===== src/rtl/pc_gen_if.sv =====
// Fetch-PC control bundle: redirect requests from the pipeline in, the
// fetch PC and return-stack status out.
interface pc_gen_if #(
  parameter int XLEN = 32
);
  logic            stall_i;
  logic            trap_i;
  logic            br_taken_i;
  logic [XLEN-1:0] br_target_i;
  logic            jmp_i;
  logic [XLEN-1:0] jmp_target_i;
  logic            call_i;
  logic            ret_i;
  logic [XLEN-1:0] ret_target_i;
  logic [XLEN-1:0] pc_o;
  logic [XLEN-1:0] npc_o;
  logic            pc_valid_o;
  logic            redirect_o;
  logic            misalign_o;
  logic            ras_empty_o;
  logic            ras_full_o;

  modport master (
    output stall_i, trap_i, br_taken_i, br_target_i, jmp_i, jmp_target_i,
           call_i, ret_i, ret_target_i,
    input  pc_o, npc_o, pc_valid_o, redirect_o, misalign_o,
           ras_empty_o, ras_full_o
  );

  modport slave (
    input  stall_i, trap_i, br_taken_i, br_target_i, jmp_i, jmp_target_i,
           call_i, ret_i, ret_target_i,
    output pc_o, npc_o, pc_valid_o, redirect_o, misalign_o,
           ras_empty_o, ras_full_o
  );
endinterface


===== src/rtl/pc_gen.sv =====
// Fetch program counter: picks the next PC from trap/branch/jump/return/stall/
// sequential sources and keeps a small circular return-address stack.
module pc_gen #(
  parameter int              XLEN       = 32,
  parameter logic [XLEN-1:0] RESET_VEC  = '0,
  parameter logic [XLEN-1:0] TRAP_VEC   = XLEN'(4),
  parameter int              INST_BYTES = 4,
  parameter int              RAS_DEPTH  = 4
) (
  input  logic     clk,
  input  logic     rst,
  pc_gen_if.slave  bus
);
  localparam int              PW       = $clog2(RAS_DEPTH);
  localparam int              CW       = $clog2(RAS_DEPTH + 1);
  localparam logic [XLEN-1:0] STEP     = XLEN'(INST_BYTES);
  localparam logic [XLEN-1:0] LOW_MASK = STEP - XLEN'(1);
  localparam logic [CW-1:0]   CNT_MAX  = CW'(RAS_DEPTH);

  logic [XLEN-1:0] pc_q, pc_d, npc;
  logic            valid_q;
  logic            redirect_q, redirect_d;
  logic            misalign_q, misalign_d;
  logic            tgt_chk;
  logic [XLEN-1:0] ras_q [RAS_DEPTH];
  logic [PW-1:0]   ptr_q, ptr_d, wr_idx;
  logic [CW-1:0]   cnt_q, cnt_d;
  logic            empty_q, full_q;
  logic            ras_en, wr_en;
  logic [XLEN-1:0] ret_addr, ras_top;

  assign ras_top  = ras_q[ptr_q];
  assign ret_addr = pc_q + STEP;

  // The PC loaded by reset has not been fetched yet, so the first
  // sequential step after reset holds it rather than advancing.
  always_comb begin
    npc        = valid_q ? pc_q + STEP : pc_q;
    redirect_d = 1'b0;
    tgt_chk    = 1'b0;
    if (bus.trap_i) begin
      npc        = TRAP_VEC;
      redirect_d = 1'b1;
    end else if (bus.br_taken_i) begin
      npc        = bus.br_target_i;
      redirect_d = 1'b1;
      tgt_chk    = 1'b1;
    end else if (bus.jmp_i) begin
      redirect_d = 1'b1;
      tgt_chk    = 1'b1;
      if (bus.ret_i && cnt_q != '0) npc = ras_top;
      else if (bus.ret_i)           npc = bus.ret_target_i;
      else                          npc = bus.jmp_target_i;
    end else if (bus.stall_i) begin
      npc = pc_q;
    end
  end

  assign misalign_d = tgt_chk & (|(npc & LOW_MASK));
  assign pc_d       = npc & ~LOW_MASK;

  // ptr_q always addresses the top entry; a push into a full stack lands
  // on the oldest slot because the pointer wraps.
  always_comb begin
    ras_en = bus.jmp_i & ~bus.trap_i & ~bus.br_taken_i;
    cnt_d  = cnt_q;
    ptr_d  = ptr_q;
    wr_en  = 1'b0;
    wr_idx = ptr_q;
    if (ras_en) begin
      if (bus.call_i && bus.ret_i) begin
        wr_en = 1'b1;
        if (cnt_q == '0) cnt_d = CW'(1);
      end else if (bus.call_i) begin
        wr_en  = 1'b1;
        ptr_d  = ptr_q + PW'(1);
        wr_idx = ptr_q + PW'(1);
        if (cnt_q != CNT_MAX) cnt_d = cnt_q + CW'(1);
      end else if (bus.ret_i && cnt_q != '0) begin
        ptr_d = ptr_q - PW'(1);
        cnt_d = cnt_q - CW'(1);
      end
    end
  end

  always_ff @(posedge clk) begin
    if (rst) begin
      pc_q       <= RESET_VEC;
      valid_q    <= 1'b0;
      redirect_q <= 1'b0;
      misalign_q <= 1'b0;
      ptr_q      <= '0;
      cnt_q      <= '0;
      empty_q    <= 1'b1;
      full_q     <= 1'b0;
    end else begin
      pc_q       <= pc_d;
      valid_q    <= 1'b1;
      redirect_q <= redirect_d;
      misalign_q <= misalign_d;
      ptr_q      <= ptr_d;
      cnt_q      <= cnt_d;
      empty_q    <= (cnt_d == '0);
      full_q     <= (cnt_d == CNT_MAX);
    end
  end

  // Stack contents need no reset: a zero count makes every entry dead.
  always_ff @(posedge clk) begin
    if (!rst && wr_en) ras_q[wr_idx] <= ret_addr;
  end

  assign bus.pc_o        = pc_q;
  assign bus.npc_o       = npc;
  assign bus.pc_valid_o  = valid_q;
  assign bus.redirect_o  = redirect_q;
  assign bus.misalign_o  = misalign_q;
  assign bus.ras_empty_o = empty_q;
  assign bus.ras_full_o  = full_q;
endmodule

===== src/flat_wrapper.sv =====
// flat-port wrapper written by rule: the top's interface ports become plain ports
module pc_gen_flat 
#(
  parameter int              XLEN       = 32,
  parameter logic [XLEN-1:0] RESET_VEC  = '0,
  parameter logic [XLEN-1:0] TRAP_VEC   = XLEN'(4),
  parameter int              INST_BYTES = 4,
  parameter int              RAS_DEPTH  = 4
)
  (clk, rst, bus_stall_i, bus_trap_i, bus_br_taken_i, bus_br_target_i, bus_jmp_i, bus_jmp_target_i, bus_call_i, bus_ret_i, bus_ret_target_i, bus_pc_o, bus_npc_o, bus_pc_valid_o, bus_redirect_o, bus_misalign_o, bus_ras_empty_o, bus_ras_full_o);
  pc_gen_if #(.XLEN(XLEN)) bus_i ();
  input  logic clk;
  input  logic rst;
  input wire logic [$bits(bus_i.stall_i)-1:0] bus_stall_i;
  input wire logic [$bits(bus_i.trap_i)-1:0] bus_trap_i;
  input wire logic [$bits(bus_i.br_taken_i)-1:0] bus_br_taken_i;
  input wire logic [$bits(bus_i.br_target_i)-1:0] bus_br_target_i;
  input wire logic [$bits(bus_i.jmp_i)-1:0] bus_jmp_i;
  input wire logic [$bits(bus_i.jmp_target_i)-1:0] bus_jmp_target_i;
  input wire logic [$bits(bus_i.call_i)-1:0] bus_call_i;
  input wire logic [$bits(bus_i.ret_i)-1:0] bus_ret_i;
  input wire logic [$bits(bus_i.ret_target_i)-1:0] bus_ret_target_i;
  output wire logic [$bits(bus_i.pc_o)-1:0] bus_pc_o;
  output wire logic [$bits(bus_i.npc_o)-1:0] bus_npc_o;
  output wire logic [$bits(bus_i.pc_valid_o)-1:0] bus_pc_valid_o;
  output wire logic [$bits(bus_i.redirect_o)-1:0] bus_redirect_o;
  output wire logic [$bits(bus_i.misalign_o)-1:0] bus_misalign_o;
  output wire logic [$bits(bus_i.ras_empty_o)-1:0] bus_ras_empty_o;
  output wire logic [$bits(bus_i.ras_full_o)-1:0] bus_ras_full_o;
  assign bus_i.stall_i = bus_stall_i;
  assign bus_i.trap_i = bus_trap_i;
  assign bus_i.br_taken_i = bus_br_taken_i;
  assign bus_i.br_target_i = bus_br_target_i;
  assign bus_i.jmp_i = bus_jmp_i;
  assign bus_i.jmp_target_i = bus_jmp_target_i;
  assign bus_i.call_i = bus_call_i;
  assign bus_i.ret_i = bus_ret_i;
  assign bus_i.ret_target_i = bus_ret_target_i;
  assign bus_pc_o = bus_i.pc_o;
  assign bus_npc_o = bus_i.npc_o;
  assign bus_pc_valid_o = bus_i.pc_valid_o;
  assign bus_redirect_o = bus_i.redirect_o;
  assign bus_misalign_o = bus_i.misalign_o;
  assign bus_ras_empty_o = bus_i.ras_empty_o;
  assign bus_ras_full_o = bus_i.ras_full_o;
  pc_gen #(.XLEN(XLEN), .RESET_VEC(RESET_VEC), .TRAP_VEC(TRAP_VEC), .INST_BYTES(INST_BYTES), .RAS_DEPTH(RAS_DEPTH)) u_core (.clk(clk), .rst(rst), .bus(bus_i));
endmodule

===== config.mk =====
export PLATFORM = sky130hd
export DESIGN_NAME = pc_gen_flat
export DESIGN_NICKNAME = d
export VERILOG_FILES = /design/src/rtl/pc_gen_if.sv /design/src/rtl/pc_gen.sv /design/src/flat_wrapper.sv
export SDC_FILE = /design/constraint.sdc
export NUM_CORES = 1
export LEC_CHECK = 0
export ABC_AREA = 1
export BUFFER_PORTS_ARGS = -buffer_cell sky130_fd_sc_hd__buf_4
export CAP_MARGIN = 15
export CORE_ASPECT_RATIO = 1.4
export CORE_MARGIN = 1.5
export CORE_UTILIZATION = 60
export DETAILED_ROUTE_END_ITERATION = 10
export GPL_ROUTABILITY_DRIVEN = 0
export PLACE_DENSITY_LB_ADDON = 0.05
export SLEW_MARGIN = 20
export SYNTH_ARGS = -nofsm -noshare
export SYNTH_HDL_FRONTEND = slang
export SYNTH_SLANG_ARGS = --single-unit

===== constraint.sdc =====
create_clock -name clk -period 7.54 [get_ports clk]
set_input_delay 0.754 -clock clk [delete_from_list [all_inputs] [get_ports clk]]
set_output_delay 0.754 -clock clk [all_outputs]
set_load 0.01 [all_outputs]

Word-level counts from Yosys, hierarchy flattened
Memory sizes are Yosys's and may differ from the RTL's. A register that Yosys moved wholly into a read port is not among the register bits.
Cells that the tools add are included.
- add/sub/neg operators: 5
- equal/unequal tests: 2
- mux-type cells: 30
- bitwise operators: 6
- reduce and logical (&&, ||, !) cells: 10
- operator list (cell ; count):
    $mux 32 ; 7
    $add 32x3->32 const B ; 1
    $mux 3 ; 6
    $mux 2 ; 7
    $mux 1 ; 10
    $logic_not 3->1 ; 2
    $add 3x1->3 const B ; 1
    $and 1x1->1 ; 3
    $eq 3x3->1 const B ; 1
    $logic_and 1x1->1 ; 3
    $ne 3x3->1 const B ; 1
    $not 1->1 ; 3
    $reduce_and 3->1 ; 1
    $reduce_bool 3->1 ; 1
    $sub 3x1->3 const B ; 1
    $add 2x1->2 const B ; 1
    $reduce_bool 2->1 ; 1
    $reduce_or 2->1 ; 1
    $sub 2x1->2 const B ; 1
    $logic_not 1->1 ; 1
- register bits after elaboration: 42
- bits in writable memories: 128
- input bits: 104
- memories kept: 1
- memory list (name ; depth ; bits a word ; rd ports ; clocked after memory_dff ; write ports ; line ; text):
    u_core.ras_q ; 4 ; 32 ; 1 ; 1 ; 1 ; pc_gen.sv:25 ; logic [XLEN-1:0] ras_q [RAS_DEPTH];

Logic depth before layout (Yosys ltp)
Gate-level depths: netlist of run 1.
- depth after elaboration: 8
- gate-level depth with buffers: 13

Worst setup path after synthesis of run 1
Ideal clock, no wire load.
- path kind: input -> register
- from: input port bus_ret_i
- to: memory u_core.ras_q[0][10] (enable)
- arrival: 2.768 ns
- required time: 7.123 ns
- slack: 4.354 ns
- cell stages on the path: 7
- buffers on the path: 2
- cell sequence: buf_4 -> buf_6 -> nor3_1 -> nand2_1 -> o21ai_0 -> nand2_1 -> nor2_1
- word-level cells in the longest chain between the ends: 6
- elaborated cells on any way between the ends: 8
- RTL lines (what ; line ; text):
    from (decl) ; flat_wrapper.sv:21 ; input wire logic [$bits(bus_i.ret_i)-1:0] bus_ret_i;
    $logic_and 1x1->1 (*) ; pc_gen.sv:71 ; if (bus.call_i && bus.ret_i) begin
    $mux 1 ; pc_gen.sv:71 ;
    $mux 1 ; pc_gen.sv:70 ; if (ras_en) begin
    $logic_and 1x1->1 ; pc_gen.sv:110 ; if (!rst && wr_en) ras_q[wr_idx] <= ret_addr;
    $mux 1 ; pc_gen.sv:110 ;
    $mux 1 (not written as such) ; pc_gen.sv:110 ;
    to (decl) ; pc_gen.sv:25 ;
Every way passes the cells marked *; elsewhere a longest branch is shown, timed or not.

Final worst setup path of run 1
- from: input port bus_br_taken_i
- to: output port bus_npc_o[4]
- word-level cells in the longest chain between the ends: 2
- RTL lines (what ; line ; text):
    from (decl) ; flat_wrapper.sv:16 ; input wire logic [$bits(bus_i.br_taken_i)-1:0] bus_br_taken_i;
    $mux 32 ; pc_gen.sv:44 ; end else if (bus.br_taken_i) begin
    $mux 32 ; pc_gen.sv:41 ; if (bus.trap_i) begin
    to (decl) ; flat_wrapper.sv:24 ; output wire logic [$bits(bus_i.npc_o)-1:0] bus_npc_o;
Every way passes these cells.

==> flow_metrics.tcl, run 1 <==
set metrics [dict create \
    outcome "complete, no violations" \
    n_antenna_cell 0 \
    tns_ps 0 \
    ys_ff_latch 162 \
    syn2layout_area_growth_pct 20.58 \
    post_cts_buffers 0 \
    synth_top_family_by_area "simple AND/OR/NAND/NOR gates" \
    synth-main-ff-cell "edfxtp_1" \
    crit_type "primary input to primary output" \
    ys_seq_area_share_pct 50.00 \
    wl_per_cell_um 17.23 \
    rows 52 \
    grt_max_degree 60 \
    synth_cell_types 45 \
    cp.arrival_ps 3360 \
    synth-simple-area-share_pct 31.62 \
    drt_pass1_iterations 6 \
    dpl_worst_slack_ps 3517 \
    portBuffers 170 \
    timing.fmax_ghz 0.2432 \
    setup_viol 0 \
    critPathRequiredTime_ps 6790 \
    top_level_ports 173 \
    grt_overflow 0 \
    cts.hold.buffers_added 0 \
    synth.area.mux_share_pct 0.1126 \
    multi_input_area_um2 3742 \
    worst_pin_slew_ps 1151 \
    worstHoldPathType "flop to flop" \
    fin_util_pct 74.20 \
    worstPathMaxFanout 54 \
    die_w_um 105.9 \
    synth_top_area_share_pct 40.54 \
    synthTopCellsByArea "edfxtp_1 41%, nand2_1 14%, dfxtp_1 9.5%" \
    async_flop_share_pct 0 \
    synth_fa_ha_area_share_pct 0.8446 \
    synth_xor_area_share_pct 1.633 \
    grt_pass1_vias 7338 \
    finalHoldViolations 0 \
    drv_cap 0 \
    finClkSkew_ps 14.10 \
    grt_pass1_wl_um 38650 \
    die-area_um2 15560 \
    syn_area_um2 8889 \
    grt_usage_pct 32.54 \
    final_layout_size_suffix_gt1_share_pct 22.58 \
    avgViaCountPerCell 5.589 \
    p_leak_nw 4.685 \
    max-slew-margin-rel_pct 23.29 \
    placedCellCount 1406 \
    start_util_pct 61.54 \
    powerDensity_nw_per_um2 197.0 \
    synth_area_per_cell_um2 8.103 \
    min_period_ps 4112 \
    coreArea_um2 14440 \
    final_cells 1438 \
    place_area_um2 10150 \
    syn_inst 1097 \
    crit_path_end_kind "primary output" \
    chipHeight_um 147.0 \
    max-vdd-ir-drop_mv 0.1359 \
    drt_iter0_drc 1026 \
    synth_warnings 0 \
    timing.final.ws_setup_ps 3428 \
    wirelength_um 24780 \
    design_area_um2 10720 \
    rsz0062_at_grt "false" \
    synth_edf_count 120 \
    drtAntennaViolNets 0 \
    yosysTopAreaCell "edfxtp_1" \
    holdWs_ps 556.1 \
    cts_made_buffers 17 \
    power_mw 2.111 \
    num_vias 8037 \
    fillers 1141 \
    drc 0 \
    ctsResizeCount 0 \
    antenna_found_initial 0 \
    slew_viol_final 0 \
    clk_pin_slew_worst_paths_ps 70 \
    cts_buffer_depth 2 \
    synth-compound-area-share_pct 7.672 \
    htree_levels 4 \
    fin_crit_sh_pct 54.54 \
    seq_area_um2 4444 \
    clk_latency_ps 440 \
    tritoncts "yes" \
    finalNetCount 1346 \
    start_kind "primary input" \
    dp_hpwl_um 17430 \
    clock-sinks 162 \
    root_buffer "clkbuf_16" \
]
## kinds of logic after synthesis
kind of cell,count (synthesis)
simple gates,634
other cells,1
xor+xnor,14
fa+ha+maj,6
compound gates,116
flops,162
mux,1
buf+inv,163
## synth_stat cells (3+ instances only)
master / instances
buf_1: 3
inv_2: 3
ha_1: 6
clkbuf_8: 3
nor2_2: 9
nand2_2: 5
clkbuf_1: 22
inv_1: 101
nand3_1: 136
or2_2: 30
nor2_1: 93
nor2_4: 7
nor3_1: 6
buf_4: 8
buf_6: 3
o21ai_0: 37
xnor2_1: 4
dfxtp_1: 42
buf_2: 18
nand3_2: 5
edfxtp_1: 120
nand2_1: 334
a31oi_1: 3
xor2_1: 7
o211ai_1: 30
a21oi_1: 37
## layout by cell type (no fill, tap or decap), drive strengths merged, types with 2 or more instances in the layout
cell type | netlist | routed
and2 | 2 | 2
clkinvlp | 0 | 4
nor3 | 6 | 6
or2 | 30 | 30
xor2 | 9 | 9
inv | 104 | 111
nor2 | 110 | 110
a21oi | 37 | 37
a31oi | 3 | 3
conb | 1 | 2
ha | 6 | 6
o22ai | 2 | 2
edfxtp | 120 | 120
buf | 32 | 177
nand4 | 2 | 2
clkbuf | 26 | 18
xnor2 | 5 | 5
o211ai | 30 | 30
nand3 | 141 | 141
dfxtp | 42 | 42
clkinv | 1 | 4
o21ai | 39 | 39
nor3b | 2 | 2
nand2 | 341 | 341
## area by class of cell
cell class / count / share of cell area, %
Sequential cell: 162 / 41.47
Multi-Input combinational cell: 773 / 34.92
Clock inverter: 14 / 1.331
Timing Repair Buffer: 177 / 12.40
Clock buffer: 18 / 4.004
Tap cell: 189 / 2.206
Inverter: 105 / 3.677
## flip-flops by register name, indices dropped and copies added (netlist names), named ones only
name / cells
u_core.ras_q: 120
u_core.bus.pc_o: 30
u_core.cnt_q: 3
u_core.ptr_q: 2
u_core.bus.misalign_o: 1
u_core.bus.pc_valid_o: 1
u_core.bus.ras_empty_o: 1
u_core.bus.ras_full_o: 1
u_core.bus.redirect_o: 1
## worst max-delay path, stage by stage
cell       delay, ps
buf_4            140
inv_2            640
nand2_1          760
inv_1            420
o21ai_0          160
o2bb2ai_1        160
a21oi_1           60
nor2_1           110
buf_4            130
## path summary, 6_finish.rpt
| path | from | end | slack (ps) | cells past startpoint |
|---|---|---|---|---|
| hold / removal | u_core.ptr_q[1]$_SDFFE_PP0P_ | flop | 560 | 2 |
| hold reg to reg | u_core.ptr_q[1]$_SDFFE_PP0P_ | flop | 560 | 2 |
| setup / recovery | bus_br_taken_i | bus_npc_o[4] | 3430 | 9 |
| setup reg to reg | u_core.cnt_q[0]$_SDFF_PP0_ | u_core.bus.ras_full_o$_SDFF_PP0_ | 4920 | 10 |
## power by group
group | leakage, nW | internal (mW) | total, mW | switching, mW
Sequential | 1.44 | 0.971 | 0.988 | 0.0165
Combinational | 2.98 | 0.121 | 0.291 | 0.170
Clock | 0.267 | 0.439 | 0.832 | 0.394
Total | 4.69 | 1.53 | 2.11 | 0.580
## routing by layer
metal	part of all wire [%]	GRT usage, %	vias to the layer above
met5	0	0	-
met4	1.8	10.07	0
met3	9.3	5.102	44
met2	47	50.88	443
met1	42	46.94	3675
li1	-	-	3875
(Power assumes the default switching activity.)
==> inputs of run 2 (changes only) <==
--- a/config.mk
+++ b/config.mk
@@ -10,7 +10,7 @@
 export CAP_MARGIN = 15
 export CORE_ASPECT_RATIO = 1.4
 export CORE_MARGIN = 1.5
-export CORE_UTILIZATION = 60
+export CORE_UTILIZATION = 51
 export DETAILED_ROUTE_END_ITERATION = 10
 export GPL_ROUTABILITY_DRIVEN = 0
 export PLACE_DENSITY_LB_ADDON = 0.05
==> constraint.sdc (replaced) <==
create_clock -name clk -period 3.3 [get_ports clk]
set_input_delay 0.33 -clock clk [delete_from_list [all_inputs] [get_ports clk]]
set_output_delay 0.33 -clock clk [all_outputs]
set_load 0.01 [all_outputs]
==> flow_metrics.tcl, run 2 (synthesis gave the netlist of run 1 again) <==
set metrics [dict create \
    combPwrFrac_pct 13.9 \
    p_leak_nw 4.732 \
    wl_per_cell_um 17.14 \
    worstHoldPathType "primary input to flop" \
    clk_latency_ps 430 \
    switching_share_pct 26.29 \
    grt_pass1_wl_um 39820 \
    final_cells 1489 \
    post_cts_buffers 0 \
    fin_util_pct 64.09 \
    holdPathStages 4 \
    min_period_ps 3028 \
    slew_viol_final 0 \
    design_area_um2 10820 \
    portBuffers 170 \
    num_vias 7909 \
    rows 56 \
    worstPathMaxFanout 26 \
    worst_pin_slew_ps 1024 \
    final_cell_mix "334 x nand2_1, 186 x buf_4, 136 x nand3_1, 120 x edfxtp_1, 101 x inv_1" \
    holdWs_ps 242.9 \
    timing.rr.end "u_core.bus.pc_o[17]$_SDFF_PP0_" \
    htree_levels 4 \
    place_area_um2 10270 \
    start_kind "flop" \
    clock-sinks 162 \
    coreArea_um2 16890 \
    top_level_ports 173 \
    tns_ps 0 \
    final_layout_size_suffix_gt1_share_pct 23.07 \
    grt_max_degree 59 \
    n_antenna_cell 0 \
    crit_path_end_kind "primary output" \
    largest-register "u_core.ras_q" \
    outcome "complete, no violations" \
    dpl_worst_slack_ps 663.6 \
    critPathRequiredTime_ps 2970 \
    drtAntennaViolNets 0 \
    finClkSkew_ps 10.36 \
    finalNetCount 1355 \
    internal_power_mw 3.545 \
    root_buffer "clkbuf_16" \
    grt_overflow 0 \
    grt_pass1_vias 7407 \
    ctsResizeCount 0 \
    grt_usage_pct 28.57 \
    drt_iter0_drc 770 \
    avgViaCountPerCell 5.312 \
    timing.fmax_ghz 0.3303 \
    antenna_found_initial 0 \
    die_w_um 114.6 \
    crit_type "flop to primary output" \
    clk_pin_slew_worst_paths_ps 60 \
    final_common_cell "nand2_1" \
    chipHeight_um 159.2 \
    timing.final.ws_setup_ps 272.2 \
    reg2reg_from "u_core.cnt_q[0]$_SDFF_PP0_" \
    die-area_um2 18240 \
    power.switching_mw 1.265 \
    max-vdd-ir-drop_mv 0.2776 \
    placedCellCount 1458 \
    drt_pass1_iterations 6 \
    syn2layout_area_growth_pct 21.76 \
    setup_viol 0 \
    hold_path_end "u_core.bus.pc_o[4]$_SDFF_PP0_" \
    fillers 1510 \
    seqPwrFrac_pct 47.0 \
    max-slew-margin-rel_pct 31.67 \
    finalHoldViolations 0 \
    reg2reg_depth 12 \
    powerDensity_nw_per_um2 444.4 \
    cts_buffer_depth 2 \
    cts_made_buffers 17 \
    min-delay-start "bus_br_target_i[4]" \
    r2r_setup_slack_ps 1060 \
    clockPowerShare_pct 39.1 \
    start_util_pct 52.64 \
    power_mw 4.809 \
    tritoncts "yes" \
    cts.hold.buffers_added 0 \
    cp.arrival_ps 2700 \
    largest_register_ffs 120 \
    rsz0062_at_grt "false" \
    drv_cap 0 \
    drc 0 \
    wirelength_um 25520 \
    fin_crit_sh_pct 91.75 \
    dp_hpwl_um 18300 \
]
==> run 2: cell count changes in the layout (fill, tap and decap cells not counted), sizes merged <==
cell,delta
clkinv,+4
inv,-2
buf,+9
clkbuf,-1
clkinvlp,-3
bufinv,+1
==> run 2: routing by layer <==
layer	up-vias	part of all wire, %	GRT usage (%)
met2	324	47	44.61
met4	0	1.9	8.466
met1	3658	43	40.69
met3	37	7.5	4.987
met5	-	0	0
li1	3890	-	-
==> run 2: power by group through the flow <==
stage               clock, mW  combinational, mW  sequential [mW]
floorplan                   0              0.369             2.30
global placement            0              0.659             2.30
detailed placement          0              0.664             2.30
CTS                      1.91              0.667             2.26
global route             1.99              0.735             2.26
finish                   1.88              0.670             2.26
==> run 2: how the worst max path moves through the flow <==
stage                               start  slack, ps  cells after the start                            end
6_report       u_core.cnt_q[0]$_SDFF_PP0_        270                     13                  bus_npc_o[17]
5_1_grt        u_core.cnt_q[0]$_SDFF_PP0_         90                     13                  bus_npc_o[10]
3_5_place_dp                    bus_jmp_i        660                     11  u_core.ras_q[3][25]$_DFFE_PP_
2_1_floorplan                   bus_ret_i        540                      7  u_core.ras_q[0][10]$_DFFE_PP_
3_3_place_gp                    bus_jmp_i        760                     10  u_core.ras_q[3][25]$_DFFE_PP_
4_1_cts        u_core.cnt_q[0]$_SDFF_PP0_        300                     13                  bus_npc_o[19]
==> run 2: area by class of cell <==
class / count / area (µm²) / share of cell area, %
Sequential cell: 162 / 4446 / 41.08
Multi-Input combinational cell: 773 / 3742 / 34.58
Timing Repair Buffer: 186 / 1396 / 12.90
Clock buffer: 17 / 425.4 / 3.931
Inverter: 105 / 394.1 / 3.642
Tap cell: 232 / 290.3 / 2.682
Clock inverter: 14 / 128.9 / 1.191
==> run 2: critical path, stage by stage (launching register included) <==
cell	delay, ps
dfxtp_1	350
inv_1	80
ha_1	230
inv_1	160
nor2_4	70
nor2_4	240
buf_4	380
nand3_1	200
nand3_1	120
nand2_1	60
nand2_1	120
nand2_1	80
inv_1	60
buf_4	110
